[src/rtl/byte_lane_regfile.sv]
// byte_lane_regfile: DEPTH x (8*BYTES) register file with per-byte write
// enables, two combinational read ports with same-cycle write bypass,
// per-register dirty flags, an optional hardwired-zero register 0, and a
// synchronous clear.
module byte_lane_regfile #(
   parameter int  BYTES    = 2,
   parameter int  DEPTH    = 8,
   parameter int  ZERO_REG = 1,
   localparam int W        = 8 * BYTES,
   localparam int AW       = (DEPTH > 1) ? $clog2(DEPTH) : 1
) (
   input  logic             clk,
   input  logic             res,
   input  logic             clr,
   input  logic             we,
   input  logic [AW-1:0]    waddr,
   input  logic [BYTES-1:0] wbe,
   input  logic [W-1:0]     wdata,
   input  logic [AW-1:0]    raddr_a,
   input  logic [AW-1:0]    raddr_b,
   output logic [W-1:0]     rdata_a,
   output logic [W-1:0]     rdata_b,
   output logic [DEPTH-1:0] dirty
);

   logic [W-1:0]     regs [DEPTH];
   logic             write_ok;
   logic [BYTES-1:0] lane_we;
   logic [AW-1:0]    rd_addr [2];
   logic [W-1:0]     rd_data [2];

   // An address is backed by storage when it lies inside DEPTH and is not the
   // hardwired zero register. The extra compare bit keeps the test meaningful
   // when DEPTH is a power of two.
   function automatic logic addr_ok(input logic [AW-1:0] a);
      return ({1'b0, a} < (AW + 1)'(DEPTH)) && !((ZERO_REG != 0) && (a == '0));
   endfunction

   // A write counts only out of reset, outside a clear, and to a real register.
   assign write_ok = res && !clr && we && addr_ok(waddr);
   assign lane_we  = write_ok ? wbe : '0;

   // Storage and dirty flags: async reset, sync clear, per-lane write.
   // NOTE: the array is built from resettable flops on purpose; contents must
   // read as zero the moment reset asserts, which a RAM macro cannot provide.
   always_ff @(posedge clk or negedge res) begin
      if (!res) begin
         for (int r = 0; r < DEPTH; r++) regs[r] <= '0;
         dirty <= '0;
      end else if (clr) begin
         for (int r = 0; r < DEPTH; r++) regs[r] <= '0;
         dirty <= '0;
      end else if (|lane_we) begin
         for (int i = 0; i < BYTES; i++) begin
            if (lane_we[i]) regs[waddr][8*i +: 8] <= wdata[8*i +: 8];
         end
         dirty[waddr] <= 1'b1;
      end
   end

   assign rd_addr[0] = raddr_a;
   assign rd_addr[1] = raddr_b;

   // Both read ports: stored value, overlaid lane-by-lane with a legal
   // same-cycle write to the same address; unbacked addresses read zero.
   // NOTE: every output gets a default before any condition so no latch is
   // inferred when an address is out of range.
   always_comb begin
      for (int p = 0; p < 2; p++) begin
         rd_data[p] = '0;
         if (addr_ok(rd_addr[p])) begin
            rd_data[p] = regs[rd_addr[p]];
            if (write_ok && (waddr == rd_addr[p])) begin
               for (int i = 0; i < BYTES; i++) begin
                  if (wbe[i]) rd_data[p][8*i +: 8] = wdata[8*i +: 8];
               end
            end
         end
      end
   end

   assign rdata_a = rd_data[0];
   assign rdata_b = rd_data[1];

endmodule

[config.mk]
export PLATFORM = sky130hd
export DESIGN_NAME = byte_lane_regfile
export DESIGN_NICKNAME = d
export VERILOG_FILES = /design/src/rtl/byte_lane_regfile.sv
export SDC_FILE = /design/constraint.sdc
export NUM_CORES = 1
export LEC_CHECK = 0
export BUFFER_PORTS_ARGS = -buffer_cell sky130_fd_sc_hd__buf_4
export CORE_MARGIN = 1
export CORE_UTILIZATION = 60
export DETAILED_ROUTE_END_ITERATION = 10
export GPL_TIMING_DRIVEN = 0
export PLACE_DENSITY = 0.8
export SYNTH_ARGS = -nofsm -noshare
export SYNTH_HDL_FRONTEND = slang
export SYNTH_SLANG_ARGS = --single-unit
export TNS_END_PERCENT = 1
[constraint.sdc]
create_clock -name clk -period 8.8 [get_ports clk]
set_clock_uncertainty 0.2 [all_clocks]
set_input_delay 2.64 -clock clk [delete_from_list [all_inputs] [get_ports clk]]
set_output_delay 2.64 -clock clk [all_outputs]
set_load 0.005 [all_outputs]
==> flow_summary.ini <==
[run_status]
status = finished, final reports clean

[floorplan]
io_pins = 71
chipWidth_um = 121.9
die_h_um = 121.9
start_util_pct = 61.86
fp.coreArea_sq_mm = 0.01393
dieArea_sq_mm = 0.01485
rows = 43

[synth]
synth_mux_area_share_pct = 22.62
synthAdderAreaFrac_pct = 0
synthXorXnorAreaFrac_pct = 0.6097
syn_area_per_cell_sq_um = 10.94
ys_types = 35
yosys_warnings = 0
synthTopCellsByArea = dfrtp_1 39%, mux4_1 15%, nand2b_1 8.4%, o21ai_0 7.7%, nand2_1 5.0%
synth-compound-area-share_pct = 12.61
synth_top_area_cell = dfrtp_1
synth_top_flop_cell = dfrtp_1
postSynthCellCount = 788
synth.most_common_cell = dfrtp_1
synth-seq-cells = 136
async_flop_share_pct = 100.0
ys_top_cells_by_count = 136 x dfrtp_1, 132 x o21ai_0, 116 x nand2b_1, 115 x nand2_1, 50 x mux4_1
synth_top_family_by_area = multiplexers
seq_area_frac_synth_pct = 39.48
synth_edf_count = 0
netlist_area_sq_mm = 0.008620
syn_nets = 819
yosys.area_share.simple_pct = 18.83
synth_top_area_share_pct = 39.48

[global_routing]
gr-total-overflow = 0
grtUsageTotal_pct = 36.19
grt_max_degree = 82
grt_pass1_wl_um = 38560
antenna_found_initial = 0
grt_pass1_vias = 7035

[clock_network]
numCtsBuffers = 17
tritoncts = done
clkTransAtPathRegs_ns = 0.06
cts_post_setup_buffers_inserted = 0
worstSkewPairLatency_ns = 0.43
clk_path_buf_depth = 2
root_buffer = clkbuf_16
holdBufCountCts = 0
cts.sinks = 136
htree_levels = 4
ctsResizeCount = 0

[final_layout]
design_area_sq_mm = 0.009818
nNetsFinal = 884
drive_gt1_share_pct = 18.59
areaGrowthSynthToFinish_pct = 13.91
antenna_cells = 0

[timing]
min_period_ns = 7.347
hold_viol = 0
slew_violations = 0
fin_tns_setup_ns = 0
relSlewSlack_pct = 50.49
setup_viol_count_final = 0
rsz0062_at_grt = false
finalCritPeriodShare_pct = 83.49
max_freq_mhz = 136.1
worst_pin_slew_ns = 0.7427

[drt]
viasPerCell = 6.746
wl_per_cell_um = 24.02
drtPass1Iterations = 5
drtAntennaViolNets = 0
drc = 0
via_count = 7056
drtIter0Drc = 868
drt_wl_total_um = 25130

[setup_path]
critPathRequiredTime_ns = 5.96
path_cells = buf_6 > and3b_2 > nand3_2 > or2_2 > buf_2 > o211a_1 > buf_4
worst_setup_path_end_kind = primary output
slowest_stage = buf_6
crit_type = in -> out
cp-start-kind = input pin
cp.arrival_ns = 4.51
path_max_fanout = 58
critical_path_buf_inv_count = 3
cpPeakStageDelay_ns = 0.41
cp_top_family = simple AND/OR/NAND/NOR gates

[place]
dp_hpwl_um = 17540
portBuffers = 45
place_area_sq_mm = 0.009214
routabilityCongestion = 0.8843

[pwr]
irDropWorstVdd_uv = 154.1
power_density_mw_per_mm2 = 153.3
leakagePower_nw = 4.636

[hold_path]
hold_path.class = reg -> reg

[job]
max_cap_viol_count = 0
registers in the layout (all words and copies together), names as in the netlist:
signal,flops
dirty,8
regs,128
where the power goes:
part / internal (W) / switching [W]
clock network: 0.000445 / 0.000288
registers: 0.000629 / 0.00000307
logic: 0.0000498 / 0.0000904
cell families (layout without fill, tap and decap cells):
| logic type | after synthesis | after routing |
|---|---|---|
| simple gates | 279 | 279 |
| xor+xnor | 6 | 6 |
| flops | 136 | 136 |
| mux | 96 | 96 |
| compound gates | 183 | 183 |
| buf+inv | 88 | 166 |
cell type report:
class	count	area (sq um)
Multi-Input combinational cell	564	4712
Timing Repair Buffer	46	369.1
Clock buffer	17	425.4
Inverter	7	26.28
Clock inverter	15	178.9
Fill cell	996	4116
Tap cell	180	225.2
Sequential cell	136	3403
Buffer	81	478.0
per-layer routing:
layer | vias up | GRT usage (%) | share of wire (%)
li1 | 2978 | - | -
met1 | 3514 | 46.68 | 37
met2 | 478 | 57.17 | 49
met3 | 86 | 10.72 | 11
met4 | 0 | 15.20 | 3.4
met5 | - | 0 | 0
through the flow:
stage | power [W] | setup slack, ns | utilization, % | std cells | hold slack (ns)
final | 0.001505 | 1.453 | 70.46 | 1046 | 0.3219
after global routing | 0.001539 | 1.319 | 70.46 | 1046 | 0.3401
after CTS | 0.001504 | 1.455 | 70.46 | 1046 | 0.3193
after detailed placement | 0.0007804 | 1.462 | 66.12 | 1014 | 0.2891
after global placement | 0.0007756 | 0.5254 | 65.90 | 1013 | 0.2874
after floorplan | 0.0007280 | 2.184 | - | 788 | 0.2712
worst paths after layout:
check | startpoint | to | slack, ns | cells after the start
worst max-delay path | res | rdata_a[6] | 1.45 | 7
worst min-delay path | regs[119] | regs[119] | 0.32 | 1
worst max register to register | regs[10] | regs[10] | 7.80 | 2
worst min register to register | regs[119] | regs[119] | 0.32 | 1
max in group asynchronous | res | regs[18] | 5.65 | 2
min in group asynchronous | res | regs[123] | 1.96 | 1
placed cells by master, fill, tap and decap left out, types with 22 or more instances in the layout:
master,synthesis,layout
nand2b_1,116,116
dfrtp_1,136,136
nand2_1,115,115
buf_4,8,52
o21ai_0,132,132
clkbuf_1,35,35
mux4_1,50,50
o211a_1,32,32
buf_2,22,22
mux2i_1,32,32
Note: power is estimated with default switching activity, not from simulation.
